### config.mk
export PLATFORM = sky130hd
export DESIGN_NAME = alu_arbiter
export DESIGN_NICKNAME = d
export VERILOG_FILES = /design/src/rtl/alu_pkg.sv /design/src/rtl/rr_arbiter.sv /design/src/rtl/alu_arbiter.sv
export SDC_FILE = /design/constraint.sdc
export NUM_CORES = 1
export LEC_CHECK = 0
export CAP_MARGIN = 20
export CORE_AREA = 2 2 208 210
export CTS_CLUSTER_DIAMETER = 30
export DETAILED_ROUTE_END_ITERATION = 6
export DIE_AREA = 0 0 210 212
export SKIP_CTS_REPAIR_TIMING = 1
export SKIP_LAST_GASP = 1
export SYNTH_ARGS = -nofsm -noshare
export SYNTH_HDL_FRONTEND = slang
export SYNTH_SLANG_ARGS = --single-unit
### constraint.sdc
create_clock -name clk -period 7.87 [get_ports clk]
set_input_delay 1.574 -clock clk [delete_from_list [all_inputs] [get_ports clk]]
set_output_delay 1.574 -clock clk [all_outputs]
set_load 0.02 [all_outputs]
### src/rtl/alu_pkg.sv
// Shared types for the ALU arbiter: opcodes, flag bundle, FSM states and FP latency.
package alu_pkg;

  typedef enum logic [4:0] {
    ALU_ADD  = 5'h00,
    ALU_SUB  = 5'h01,
    ALU_AND  = 5'h02,
    ALU_OR   = 5'h03,
    ALU_XOR  = 5'h04,
    ALU_SLL  = 5'h05,
    ALU_SRL  = 5'h06,
    ALU_SRA  = 5'h07,
    ALU_SLT  = 5'h08,
    ALU_FADD = 5'h14,
    ALU_FSUB = 5'h15,
    ALU_FMUL = 5'h16,
    ALU_FDIV = 5'h17
  } alu_op_e;

  typedef struct packed {
    logic negative;
    logic carry_out;
    logic overflow;
    logic zero;
  } alu_flags_t;

  typedef enum logic [1:0] {
    IDLE  = 2'd0,
    ISSUE = 2'd1,
    RESP  = 2'd2
  } arb_state_e;

  localparam int unsigned FP_LATENCY = 2;

  // FP ops occupy the 5'b101xx opcode group.
  function automatic logic is_fp_op(input logic [4:0] op);
    return op[4:2] == 3'b101;
  endfunction

endpackage

### src/rtl/rr_arbiter.sv
// One-hot round-robin grant; requester 'ptr' has highest priority, then ptr+1, ...
module rr_arbiter #(
  parameter int unsigned NUM_REQ = 4
) (
  input  logic [NUM_REQ-1:0]         req,
  input  logic [$clog2(NUM_REQ)-1:0] ptr,
  output logic [NUM_REQ-1:0]         grant,
  output logic [$clog2(NUM_REQ)-1:0] grant_id
);
  localparam int unsigned IDW = $clog2(NUM_REQ);

  logic [IDW-1:0] idx;
  logic           found;

  always_comb begin
    grant    = '0;
    grant_id = '0;
    idx      = '0;
    found    = 1'b0;
    for (int unsigned i = 0; i < NUM_REQ; i++) begin
      idx = IDW'((32'(ptr) + i) % NUM_REQ);
      if (!found && req[idx]) begin
        found      = 1'b1;
        grant[idx] = 1'b1;
        grant_id   = idx;
      end
    end
  end

endmodule

### src/rtl/alu_arbiter.sv
// Round-robin arbiter sharing one ALU between NUM_REQ requesters.
// Optional per-requester grant counters are built when ALU_ARB_STATS_EN is defined.
module alu_arbiter
  import alu_pkg::*;
#(
  parameter int unsigned DATA_WIDTH = 32,
  parameter int unsigned OP_WIDTH   = 5,
  parameter int unsigned NUM_REQ    = 4,
  parameter int unsigned CNT_WIDTH  = 16
) (
  input  logic                            clk,
  input  logic                            rst_n,
  input  logic [NUM_REQ-1:0]              req_valid,
  output logic [NUM_REQ-1:0]              req_ready,
  input  logic [NUM_REQ*OP_WIDTH-1:0]     req_op,
  input  logic [NUM_REQ*DATA_WIDTH-1:0]   req_a,
  input  logic [NUM_REQ*DATA_WIDTH-1:0]   req_b,
  output logic                            rsp_valid,
  input  logic                            rsp_ready,
  output logic [$clog2(NUM_REQ)-1:0]      rsp_id,
  output logic [DATA_WIDTH-1:0]           rsp_result,
  output logic [3:0]                      rsp_flags,
  output logic                            alu_en,
  output logic [OP_WIDTH-1:0]             alu_op,
  output logic [DATA_WIDTH-1:0]           alu_operand_a,
  output logic [DATA_WIDTH-1:0]           alu_operand_b,
  input  logic [DATA_WIDTH-1:0]           alu_result,
  input  logic [DATA_WIDTH-1:0]           alu_fp_result,
  input  logic                            alu_zero,
  input  logic                            alu_overflow,
  input  logic                            alu_carry_out,
  input  logic                            alu_negative,
  output logic                            busy,
  output logic [NUM_REQ*CNT_WIDTH-1:0]    grant_cnt
);
  localparam int unsigned IDW   = $clog2(NUM_REQ);
  localparam int unsigned LAT_W = $clog2(FP_LATENCY);

  arb_state_e            state_q, state_d;
  logic [LAT_W-1:0]      issue_cnt_q, issue_cnt_d;
  logic [OP_WIDTH-1:0]   op_q;
  logic [DATA_WIDTH-1:0] a_q, b_q;
  logic [IDW-1:0]        id_q, ptr_q;
  logic [NUM_REQ-1:0]    grant;
  logic [IDW-1:0]        grant_id;
  logic                  accept;
  logic                  op_fp;
  logic                  issue_last;
  alu_flags_t            flags;

  rr_arbiter #(.NUM_REQ(NUM_REQ)) u_rr (
    .req      (req_valid),
    .ptr      (ptr_q),
    .grant    (grant),
    .grant_id (grant_id)
  );

  assign op_fp      = is_fp_op(5'(op_q));
  assign issue_last = !op_fp || (issue_cnt_q == LAT_W'(FP_LATENCY - 1));

  // Next-state logic
  always_comb begin
    state_d     = state_q;
    issue_cnt_d = issue_cnt_q;
    accept      = 1'b0;
    case (state_q)
      IDLE: begin
        if (|grant) begin
          accept      = 1'b1;
          issue_cnt_d = '0;
          state_d     = ISSUE;
        end
      end
      ISSUE: begin
        if (issue_last) state_d = RESP;
        else            issue_cnt_d = issue_cnt_q + 1'b1;
      end
      RESP: begin
        if (rsp_ready) state_d = IDLE;
      end
      default: state_d = IDLE;
    endcase
  end

  // State register and request latch
  always_ff @(posedge clk or negedge rst_n) begin
    if (!rst_n) begin
      state_q     <= IDLE;
      issue_cnt_q <= '0;
      op_q        <= '0;
      a_q         <= '0;
      b_q         <= '0;
      id_q        <= '0;
      ptr_q       <= '0;
    end else begin
      state_q     <= state_d;
      issue_cnt_q <= issue_cnt_d;
      if (accept) begin
        op_q  <= req_op[32'(grant_id)*OP_WIDTH +: OP_WIDTH];
        a_q   <= req_a[32'(grant_id)*DATA_WIDTH +: DATA_WIDTH];
        b_q   <= req_b[32'(grant_id)*DATA_WIDTH +: DATA_WIDTH];
        id_q  <= grant_id;
        ptr_q <= (grant_id == IDW'(NUM_REQ - 1)) ? '0 : grant_id + 1'b1;
      end
    end
  end

  assign req_ready     = (state_q == IDLE) ? grant : '0;
  assign alu_en        = (state_q == ISSUE);
  assign rsp_valid     = (state_q == RESP);
  assign busy          = (state_q != IDLE);
  assign alu_op        = op_q;
  assign alu_operand_a = a_q;
  assign alu_operand_b = b_q;
  assign rsp_id        = id_q;

  // ALU holds its registers while alu_en is low, so the pass-through payload stays stable.
  assign flags = '{negative: alu_negative, carry_out: alu_carry_out,
                   overflow: alu_overflow, zero: alu_zero};
  assign rsp_flags  = flags;
  assign rsp_result = op_fp ? alu_fp_result : alu_result;

`ifdef ALU_ARB_STATS_EN
  logic [NUM_REQ-1:0][CNT_WIDTH-1:0] cnt_q;

  // Saturating grant counters
  always_ff @(posedge clk or negedge rst_n) begin
    if (!rst_n) begin
      cnt_q <= '0;
    end else begin
      for (int unsigned i = 0; i < NUM_REQ; i++) begin
        if (accept && grant[i] && (cnt_q[i] != '1)) cnt_q[i] <= cnt_q[i] + 1'b1;
      end
    end
  end

  assign grant_cnt = cnt_q;
`else
  assign grant_cnt = '0;
`endif

endmodule

After elaboration in Yosys (flattened, before gate mapping)
Cells that the tools add are included.

Register bits: 76. Input port bits: 351. Output and inout port bits: 178.

Add/sub/neg operators: 5. Multipliers: 1. $lt $le $gt $ge: 8. Equality and inequality tests: 8. Shift operators: 3. Mux-type cells: 39. Bitwise logic cells: 3. Reductions and logical operators: 18.

Operators by type and width (count): $shiftx 128x8->32 (2); $mux 32 (1); $mux 4 (5); $shiftx 20x6->5 (1); $mux 2 (8); $mux 1 (15); $lt 2x3->1 const B (4); $or 4x4->4 (3); $bmux 1 s2 (4); $demux 1 s2 (4); $ge 2x1->1 const B (4); $logic_and 1x1->1 (7); $pmux 2 s3 (1); $reduce_and 3->1 (2); $mul 2x3->5 const B (1); $add 2x1->2 const B (2); $add 2x2->2 const B (2); $eq 2x2->1 const B (2); $logic_not 1->1 (4); $ne 2x1->1 const B (2); $ne 2x2->1 const B (2); $reduce_bool 2->1 (2); $reduce_or 4->1 (1); $eq 3x3->1 const B (1); other kinds (5) (5).

Longest topological paths before layout
Gate-level depths: netlist (run 1).

Depth after elaboration: 15. Depth in mapped cells: 15. Depth with buffers taken out: 10.

Cells and area by module
From an unflattened synthesis (run 1), not the netlist that was laid out.

Cell total of the unflattened synthesis: 412. Area, all modules: 5957.0 µm².

Modules (own cells, without submodules): alu_arbiter (times used 1, cells an instance 366, area an instance 5537.8 µm², sequential area each 1901.8 µm²); rr_arbiter (times used 1, cells an instance 46, area an instance 419.2 µm², sequential area each 0.0 µm²).

Worst setup path after synthesis (run 1)
Ideal clock, no wire load.

Kind: input -> output. Start point: in req_valid[2]. End point: out req_ready[3]. Arrival time: 3034 ps. Required time: 6296 ps. Setup slack: 3262 ps. Stages: 6. Buffers on the path: 1. Path through: mux4_2 -> nor3_2 -> and3_1 -> buf_4 -> nand2_1 -> a21oi_1.

Cells in the longest elaborated chain, start to end: 13. Elaborated cells between the ends (all ways): 25. Classes of those cells: 16 x mux; 3 x bitwise; 6 x reduce/logical.

RTL lines: start, declared (line alu_arbiter.sv:13) `input logic [NUM_REQ-1:0] req_valid,`; $bmux 1 s2 (line rr_arbiter.sv:22) `if (!found && req[idx]) begin`; $mux 1 (implied by the code) (line rr_arbiter.sv:22); $mux 1 (line rr_arbiter.sv:22); $logic_not 1->1 (line rr_arbiter.sv:22); $logic_and 1x1->1 (line rr_arbiter.sv:22); $mux 1 (line rr_arbiter.sv:22); $logic_not 1->1 (line rr_arbiter.sv:22); $logic_and 1x1->1 (line rr_arbiter.sv:22); $mux 1 (line rr_arbiter.sv:22); $logic_not 1->1 (line rr_arbiter.sv:22); $logic_and 1x1->1 (line rr_arbiter.sv:22); $mux 4 * (line rr_arbiter.sv:22); $mux 4 * (line alu_arbiter.sv:108) `assign req_ready = (state_q == IDLE) ? grant : '0;`; end, declared (line alu_arbiter.sv:14) `output logic [NUM_REQ-1:0] req_ready,`.

Every way passes the cells marked *; elsewhere a longest branch is shown, timed or not. The select of a mux whose other input is x is not followed.

Worst setup path after layout (run 1)
Start point: in req_valid[2]. End point: out req_ready[1].

Same word-level chain as after synthesis.

==> run summary, run 1 <==
status: finished clean
area of the multi-input gates: 3965 um2
Avg Inst Size Synth: 10.06 um2
Max H-tree Level: 3
post-synthesis cell area: 6561 um2
Final GP Congestion: 0.8104
fraction of layout cells with a size suffix above 1: 0.1252
fin crit period: 5.842 ns
synth warn: 0
RSZ-0062 raised after global routing: false
# rows: 76
vias post-DR: 6134
initial DRC count: 149
CP Data Required Time: 6.30 ns
Leak: 4.802 nW
Final TNS setup: 0 ns
top post-synthesis cells by area: dfrtp_1 (29%), mux2i_1 (22%), mux2_2 (18%)
critical path class: in2out
Slew @ Worst Pin: 0.9327 ns
initial antenna violation count: 2
crit path capture type: output pin
CTS max path bufs: 2
Clock Tree Root: clkbuf_16
Skew-Pair Late Insertion Delay: 0.36 ns
peak supply drop: 0.3164 mV
Antenna Nets Post-Route: 0
Final Power: 4.708 mW
routed wire length: 25450 um
Wirelength per Cell: 15.66 um
Arrival @ worst endpoint: 4.27 ns
Setup Skew: 0.01033 ns
Die Y: 212 um
# setup viols final: 0
Initial DRT Pass Iterations: 4
# fillers: 4562
DIE AREA: 44520 um2
die width: 210 um
CTS tree: yes
DR vias/cell: 3.775
HPWL Detailed: 21240 um
# port buffers: 456
power density cells: 408.7 nW/um2
core area: 42510 um2
dpl cells: 1609
Tot GR Track Use: 0.1118
post-synth top area share: 0.2899
max_cap viols: 0
Yosys reg bits: 76
Slew Viols, Final: 0
Critical Path Start Type: input port
vias in the first global route: 6321
top cell type by total area after synthesis: dfrtp_1
Final Instance Count excl. Fillers: 1625
Netlist cell types: 38
largest net degree at the start of global routing: 81
HP Class: reg2reg
clock sinks: 76
Critical Path Fanout Max: 9
synthesized instance count: 652
register area share after synthesis: 0.2899
P&R area growth vs syn: 75.59%
grt ovf: 0
starting density of the core: 0.1544
clk slew on worst S/H paths: 0.06 ns
Ports: 529
Fin. Hold Viols: 0
Worst slew margin: 0.3782
CTS buffer count: 9
global-route wire length before repair: 36740 um
Final nets: 1432
Final period util: 0.7423
Register Area: 1902 um2
fmax: 0.1712 GHz
drt drc: 0
## area by class of cell
type / instances / area share
multi-input combinational: 514 / 0.3442
inverter: 10 / 0.003258
clock buffer: 10 / 0.02074
clock inverter: 5 / 0.004561
sequential: 76 / 0.1651
tap: 546 / 0.05930
timing repair buffer: 463 / 0.4027
antenna: 1 / 0.0002172
## layout by cell type (no fill, tap or decap), types with 2 or more instances in the layout
cell,count
clkdlybuf4s50_1,455
mux2i_1,141
mux2_2,102
nand2_1,81
dfrtp_1,76
o21ai_1,70
conb_1,64
inv_1,10
clkbuf_16,9
ha_1,7
buf_4,6
a21oi_1,5
o22ai_1,5
o21ai_0,4
mux4_2,3
nor2_1,3
nor3b_1,3
a21o_1,3
and3_1,3
o31ai_1,3
clkinv_2,3
nand2b_1,2
mux2_4,2
buf_12,2
## state kept, by name (all words and copies together), names as in the netlist
register       flops
alu_op             5
alu_operand_a     32
alu_operand_b     32
issue_cnt_q        1
ptr_q              2
rsp_id             2
state_q            2
## cell usage after synthesis
cell type and n:
mux2i_1 142, mux2_2 102, nand2_1 81, dfrtp_1 76, buf_4 71, o21ai_1 70, clkbuf_1 15, buf_2 11
inv_1 10, buf_12 9, ha_1 7, a21oi_1 5, o22ai_1 5, buf_6 4, clkbuf_4 4, o21ai_0 4
a21o_1 3, and3_1 3, mux4_2 3, nor2_1 3, nor3b_1 3, o31ai_1 3, mux2_4 2, nand2b_1 2
a22oi_1 1, a31o_1 1, a32o_1 1, buf_8 1, conb_1 1, nand3_1 1, nand3b_1 1, nor2b_1 1
nor3_2 1, o21a_1 1, o221ai_1 1, o31ai_4 1, o41ai_1 1, or2_2 1
## critical path, cell delays in order
cell and delay [ns]:
clkdlybuf4s50_1 0.53, mux4_2 0.64, nor3_2 0.23, and3_1 0.35
nand2_1 0.10, a21oi_1 0.20, clkdlybuf4s50_1 0.65
## logic make-up after synthesis
family,after synthesis,synth area share
other,1,0.0005715
AOI/OAI and AO/OA,97,0.08295
muxes,249,0.4066
and+or+nand+nor,97,0.06159
DFF,76,0.2899
buffers and inverters,125,0.1451
adders and majority gates,7,0.01335
## power breakdown
part	switching, mW	leakage, nW	total [mW]	internal, mW
clock network	0.176	0.144	0.427	0.251
registers	0.131	0.933	0.742	0.611
logic	1.80	3.73	3.54	1.74
total	2.11	4.80	4.71	2.60
## stage by stage
stage	setup WS [ns]	hold WS, ns	cell area, um2	utilization
after global placement	2.135	0.4659	11230	0.2641
after detailed placement	2.078	0.4747	11230	0.2641
after floorplan	3.262	0.4725	6798	-
after CTS	2.057	0.4890	11520	0.2710
final	2.028	0.4812	11520	0.2710
after global routing	1.936	0.5083	11520	0.2710
## worst paths after layout
| kind | to | slack [ns] | cells past startpoint | startpoint |
|---|---|---|---|---|
| min in group asynchronous | alu_operand_b[10] | 1.17 | 1 | rst_n |
| max in group asynchronous | alu_operand_a[10] | 5.72 | 2 | rst_n |
| setup reg to reg | alu_operand_b[8] | 3.65 | 9 | ptr_q[0] |
| hold reg to reg | alu_operand_a[1] | 0.48 | 2 | alu_operand_a[1] |
| setup / recovery | req_ready[1] | 2.03 | 7 | req_valid[2] |
| hold / removal | alu_operand_a[1] | 0.48 | 2 | alu_operand_a[1] |
## layer usage
metal / routed length (um) / track usage / vias to the layer above / share of wire
met5: 12 / 0 / - / 0.00047
met4: 824 / 0.05527 / 2 / 0.032
met3: 2566 / 0.04092 / 26 / 0.10
met2: 13140 / 0.2072 / 334 / 0.52
met1: 8905 / 0.1098 / 2750 / 0.35
li1: - / - / 3022 / -
Power figures use the tool's default switching activity.
==> run 2: changes to the inputs <==
--- a/config.mk
+++ b/config.mk
@@ -6,10 +6,10 @@
 export NUM_CORES = 1
 export LEC_CHECK = 0
 export CAP_MARGIN = 20
-export CORE_AREA = 2 2 208 210
+export CORE_AREA = 2 2 205 207
 export CTS_CLUSTER_DIAMETER = 30
 export DETAILED_ROUTE_END_ITERATION = 6
-export DIE_AREA = 0 0 210 212
+export DIE_AREA = 0 0 207 209
 export SKIP_CTS_REPAIR_TIMING = 1
 export SKIP_LAST_GASP = 1
 export SYNTH_ARGS = -nofsm -noshare
==> constraint.sdc (replaced) <==
create_clock -name clk -period 5 [get_ports clk]
set_input_delay 1 -clock clk [delete_from_list [all_inputs] [get_ports clk]]
set_output_delay 1 -clock clk [all_outputs]
set_load 0.02 [all_outputs]
==> run summary, run 2 (synthesis results as in run 1) <==
status: finished clean (unchanged)
# rows: 75 (was 76)
CTS tree: yes (unchanged)
Hold Crit Start: alu_operand_b[4] (was alu_operand_a[1])
die width: 207 um (was 210 um)
Critical Path Start Type: input port (unchanged)
Wirelength per Cell: 15.96 um (was 15.66 um)
Slew Viols, Final: 0 (unchanged)
vias in the first global route: 6271 (was 6321)
P&R area growth vs syn: 77.14% (was 75.59%)
HP Class: reg2reg (unchanged)
max_cap viols: 0 (unchanged)
global-route wire length before repair: 38050 um (was 36740 um)
final worst setup slack: 0.2375 ns (was 2.028 ns)
starting density of the core: 0.1589 (was 0.1544)
Final TNS setup: 0 ns (unchanged)
clock sinks: 76 (unchanged)
Ports: 529 (unchanged)
power density cells: 652.7 nW/um2 (was 408.7 nW/um2)
Final GP Congestion: 0.7644 (was 0.8104)
crit path capture type: output pin (unchanged)
Reg-to-Reg Start: ptr_q[1] (was ptr_q[0])
fmax: 0.2100 GHz
Skew-Pair Late Insertion Delay: 0.36 ns (about the same)
drt drc: 0 (unchanged)
peak supply drop: 0.5315 mV (was 0.3164 mV)
R2R cell count: 10 (was 9)
Setup Skew: 0.01063 ns (was 0.01033 ns)
Critical Path Fanout Max: 9 (unchanged)
crit path from: req_valid[2] (unchanged)
CP Depth: 7 (unchanged)
commonest non-fill, non-tap cells in the layout: clkdlybuf4s50_1 (455), mux2i_1 (141), mux2_2 (102) (unchanged)
register-to-register setup slack: 1.52 ns (was 3.65 ns)
Die Y: 209 um (was 212 um)
DR WL met3: 2158 um (was 2566 um)
Tot GR Track Use: 0.1159 (was 0.1118)
HPWL Detailed: 21240 um (about the same)
CTS buffer count: 9 (unchanged)
Antenna Nets Post-Route: 0 (unchanged)
Fin. Hold Viols: 0 (unchanged)
initial DRC count: 227 (was 149)
Max H-tree Level: 3 (unchanged)
Worst path max stage delay: 0.68 ns (was 0.65 ns)
slowest cell on the critical path: clkdlybuf4s50_1 (unchanged)
Critical Path, Cell by Cell: clkdlybuf4s50_1 -> mux4_2 -> nor3_2 -> and3_1 -> nand2_1 -> a21oi_1 -> clkdlybuf4s50_1 (unchanged)
DP Worst Slack: 0.2847 ns (was 2.078 ns)
Final period util: 0.9525
most frequent CP cell: clkdlybuf4s50_1 (unchanged)
Min-Delay Endpoint: alu_operand_b[4] (was alu_operand_a[1])
uppermost routed layer: met5 (unchanged)
fin crit period: 4.762 ns
# setup viols final: 0 (unchanged)
# port buffers: 456 (unchanged)
Clock Tree Root: clkbuf_16 (unchanged)
fin util: 0.2815 (was 0.2710)
R2R Path End: ptr_q[1] (was alu_operand_b[8])
routed wire length: 25870 um (was 25450 um)
DIE AREA: 43260 um2 (was 44520 um2)
Arrival @ worst endpoint: 3.76 ns (was 4.27 ns)
hold depth: 2 (unchanged)
CTS max path bufs: 2 (unchanged)
largest net degree at the start of global routing: 78 (was 81)
CP delay by family, top: buffers and inverters (unchanged)
CP Data Required Time: 4.00 ns (was 6.30 ns)
RSZ-0062 raised after global routing: false (unchanged)
WL met1: 9334 um (was 8905 um)
metal2 WL: 13850 um (was 13140 um)
Leak: 4.852 nW (was 4.802 nW)
clk slew on worst S/H paths: 0.06 ns (about the same)
critical path class: in2out (unchanged)
Slew @ Worst Pin: 0.9417 ns (was 0.9327 ns)
vias post-DR: 6199 (was 6134)
Final nets: 1434 (was 1432)
grt ovf: 0 (unchanged)
fraction of layout cells with a size suffix above 1: 0.1267 (was 0.1252)
WP buf/inv: 2 (unchanged)
Initial DRT Pass Iterations: 4 (unchanged)
initial antenna violation count: 3 (was 2)
DR vias/cell: 3.824 (was 3.775)
most common cell after layout, fill and taps aside: clkdlybuf4s50_1 (unchanged)
Worst slew margin: 0.3703 (was 0.3782)
core area: 41290 um2 (was 42510 um2)
## run 2: changes by cell type in the layout (fill, tap and decap cells not counted), moves of 2 or more
cell | before | now
buf_12 | 2 | 4
bufinv_16 | 1 | 3
clkinv_2 | 3 | 1
clkinv_4 | 0 | 2
## run 2: worst register-to-register path, stage by stage, from the launching register on
cell and delay (ns):
dfrtp_1 0.58, inv_1 0.20, ha_1 0.48, mux4_2 0.37, nor3_2 0.08, and3_1 0.24
o31ai_4 0.28, buf_4 0.48, inv_1 0.10, ha_1 0.29, mux2_4 0.26
## run 2: cell type report
type / count / area, um2
clock inverters: 6 / 112.6
repair buffers: 465 / 4700
multi-input cells: 514 / 3965
clock buffers: 10 / 229.0
fillers: 4409 / 29670
well taps: 539 / 674.4
diodes: 1 / 2.502
inverters: 10 / 37.54
flip-flops and latches: 76 / 1902
## run 2: layer usage
| layer | GRT usage | up-vias |
|---|---|---|
| met5 | 0 | - |
| met4 | 0.03941 | 2 |
| met3 | 0.04509 | 23 |
| met2 | 0.2155 | 302 |
| met1 | 0.1176 | 2850 |
| li1 | - | 3022 |
## run 2: worst max-delay path by stage
stage                               to  slack [ns]
after global routing      req_ready[2]        0.08
after CTS                 req_ready[0]        0.27
after global placement    req_ready[2]        0.36
final                     req_ready[2]        0.24
after detailed placement  req_ready[0]        0.28
after floorplan           req_ready[3]        1.36
## run 2: per-stage QoR
step                      area [um2]  power [mW]  cells  hold slack (ns)
after floorplan                 6798       5.432    715           0.4725
after global placement         11250       6.834   1603           0.4665
after detailed placement       11280       6.899   1604           0.4741
after CTS                      11620       7.755   1620           0.4876
after global routing           11620       8.184   1621           0.5075
final                          11620       7.586   1621           0.4798
## run 2: power by group
part           internal, mW  total, mW  switching (mW)
Clock                 0.489      0.788           0.299
Combinational          2.79       5.65            2.86
Sequential            0.961       1.14           0.183
Total                  4.24       7.59            3.34
==> run 3: changes to the inputs <==
--- a/config.mk
+++ b/config.mk
@@ -6,12 +6,11 @@
 export NUM_CORES = 1
 export LEC_CHECK = 0
 export CAP_MARGIN = 20
-export CORE_AREA = 2 2 205 207
+export CORE_AREA = 2 2 208 210
 export CTS_CLUSTER_DIAMETER = 30
 export DETAILED_ROUTE_END_ITERATION = 6
-export DIE_AREA = 0 0 207 209
+export DIE_AREA = 0 0 210 212
 export SKIP_CTS_REPAIR_TIMING = 1
-export SKIP_LAST_GASP = 1
 export SYNTH_ARGS = -nofsm -noshare
 export SYNTH_HDL_FRONTEND = slang
 export SYNTH_SLANG_ARGS = --single-unit
==> constraint.sdc (replaced) <==
create_clock -name clk -period 4.8 [get_ports clk]
set_input_delay 0.96 -clock clk [delete_from_list [all_inputs] [get_ports clk]]
set_output_delay 0.96 -clock clk [all_outputs]
set_load 0.02 [all_outputs]
==> run summary, run 3 (synthesis results as in run 1) <==
status: finished clean (unchanged)
fraction of layout cells with a size suffix above 1: 0.1325 (was 0.1267)
Arrival @ worst endpoint: 3.57 ns (was 3.76 ns)
clock sinks: 76 (unchanged)
commonest non-fill, non-tap cells in the layout: clkdlybuf4s50_1 (455), mux2i_1 (141), mux2_2 (102) (unchanged)
CTS tree: yes (unchanged)
global-route wire length before repair: 36400 um (was 38050 um)
R2R cell count: 9 (was 10)
max_cap viols: 0 (unchanged)
final worst setup slack: 0.2692 ns (was 0.2375 ns)
Critical Path Fanout Max: 9 (unchanged)
Antenna Cells: 0 (was 1)
dpl cell area: 11320 um2 (was 11280 um2)
crit path from: req_valid[2] (unchanged)
die width: 210 um (was 207 um)
met1 Resource Use GR: 0.1094 (was 0.1176)
grt ovf: 0 (unchanged)
vias in the first global route: 6242 (was 6271)
Worst slew margin: 0.3052 (was 0.3703)
DP Worst Slack: 0.2093 ns (was 0.2847 ns)
Reg-to-Reg Start: ptr_q[1] (unchanged)
largest net degree at the start of global routing: 59 (was 78)
Final GP Congestion: 0.7885 (was 0.7644)
power density cells: 683.2 nW/um2 (was 652.7 nW/um2)
P&R area growth vs syn: 77.50% (was 77.14%)
DIE AREA: 44520 um2 (was 43260 um2)
Max H-tree Level: 3 (unchanged)
crit path capture type: output pin (unchanged)
Wirelength per Cell: 15.74 um (was 15.96 um)
Comb power frac: 0.754 (was 0.745)
DR vias/cell: 3.776 (was 3.824)
initial antenna violation count: 2 (was 3)
core area: 42510 um2 (was 41290 um2)
vias post-DR: 6167 (was 6199)
# rows: 76 (was 75)
CTS max path bufs: 2 (unchanged)
Setup Skew: 0.008227 ns (was 0.01063 ns)
Tot GR Track Use: 0.1107 (was 0.1159)
Antenna Nets Post-Route: 0 (unchanged)
HP Class: reg2reg (unchanged)
# fillers: 4566 (was 4409)
peak supply drop: 0.5459 mV (was 0.5315 mV)
switch share: 0.4411 (was 0.4408)
Final TNS setup: 0 ns (unchanged)
Skew-Pair Late Insertion Delay: 0.36 ns (about the same)
Ports: 529 (unchanged)
CTS buffer count: 9 (unchanged)
clock network fraction of total power: 0.095 (was 0.104)
Final period util: 0.9439
fmax: 0.2207 GHz
hold depth: 2 (unchanged)
Fin. Hold Viols: 0 (unchanged)
most common cell after layout, fill and taps aside: clkdlybuf4s50_1 (unchanged)
met2 Use GR: 0.2111 (was 0.2155)
Min-Delay Endpoint: alu_operand_b[24] (was alu_operand_b[4])
Die Y: 212 um (was 209 um)
R2R Path End: alu_operand_b[25] (was ptr_q[1])
Hold Slack: 0.4820 ns (was 0.4798 ns)
Leak: 4.861 nW (was 4.852 nW)
Final nets: 1440 (was 1434)
Critical Path, Cell by Cell: clkdlybuf4s50_1 -> mux4_2 -> nor3_2 -> and3_2 -> nand2_1 -> a21oi_1 -> clkdlybuf4s50_1 (was clkdlybuf4s50_1 -> mux4_2 -> nor3_2 -> and3_1 -> nand2_1 -> a21oi_1 -> clkdlybuf4s50_1)
# port buffers: 456 (unchanged)
Post-Layout Inst Area: 11650 um2 (was 11620 um2)
Critical Path Start Type: input port (unchanged)
GR met3 Demand/Resource: 0.04520 (was 0.04509)
fin util: 0.2740 (was 0.2815)
# setup viols final: 0 (unchanged)
Initial DRT Pass Iterations: 4 (unchanged)
Slew Viols, Final: 0 (unchanged)
drt drc: 0 (unchanged)
Worst path max stage delay: 0.64 ns (was 0.68 ns)
initial DRC count: 195 (was 227)
Clock Tree Root: clkbuf_16 (unchanged)
register-to-register setup slack: 0.90 ns (was 1.52 ns)
HPWL Detailed: 21510 um (was 21240 um)
Slew @ Worst Pin: 1.042 ns (was 0.9417 ns)
routed wire length: 25700 um (was 25870 um)
RSZ-0062 raised after global routing: false (unchanged)
Psw: 3.509 mW (was 3.344 mW)
CP Data Required Time: 3.84 ns (was 4.00 ns)
clk slew on worst S/H paths: 0.07 ns (was 0.06 ns)
register share of total power: 0.151 (about the same)
critical path class: in2out (unchanged)
most frequent CP cell: clkdlybuf4s50_1 (unchanged)
Int Pwr: 4.447 mW (was 4.242 mW)
global route hottest layer: met2 (unchanged)
fin crit period: 4.531 ns
Hold Crit Start: alu_operand_b[24] (was alu_operand_b[4])
starting density of the core: 0.1544 (was 0.1589)
slowest cell on the critical path: clkdlybuf4s50_1 (unchanged)
[run 3: power groups by stage]
stage,registers (mW),logic [mW],clock network [mW]
after CTS,1.21,6.10,0.807
after detailed placement,1.22,6.08,0
final,1.20,6.00,0.757
after global placement,1.20,6.02,0
after floorplan,1.54,4.12,0
after global routing,1.25,6.51,0.833
[run 3: critical path: cells and delay by family]
kind,cells,cell delay (ns)
buffers and inverters,2,1.17
multiplexers,1,0.63
AND/OR/NAND/NOR,3,0.59
AO/OA/AOI/OAI,1,0.21
[run 3: layer usage]
layer  vias to the layer above  wire length (um)
met4                         2               426
met3                        19              2463
met2                       333             13470
li1                       3023                 -
met1                      2790              9330
met5                         -                11
[run 3: layout make-up]
cell class | count | area [um2] | area share
multi-input cells | 514 | 3966 | 0.3406
flip-flops and latches | 76 | 1903 | 0.1634
well taps | 546 | 683.2 | 0.05866
clock buffers | 12 | 246.5 | 0.02116
clock inverters | 4 | 72.57 | 0.006231
repair buffers | 471 | 4737 | 0.4067
inverters | 10 | 37.54 | 0.003223
[run 3: worst max path at each step]
stage | to | slack [ns] | cells past startpoint
final | req_ready[3] | 0.27 | 7
after global routing | req_ready[3] | 0.06 | 7
after CTS | req_ready[3] | 0.20 | 7
after detailed placement | req_ready[3] | 0.21 | 7
after global placement | req_ready[3] | 0.25 | 7
after floorplan | req_ready[3] | 1.20 | 10
[run 3: through the flow]
| step | power (mW) | instances |
|---|---|---|
| after floorplan | 5.658 | 715 |
| after global placement | 7.223 | 1617 |
| after detailed placement | 7.299 | 1617 |
| after CTS | 8.115 | 1633 |
| after global routing | 8.592 | 1633 |
| final | 7.957 | 1633 |
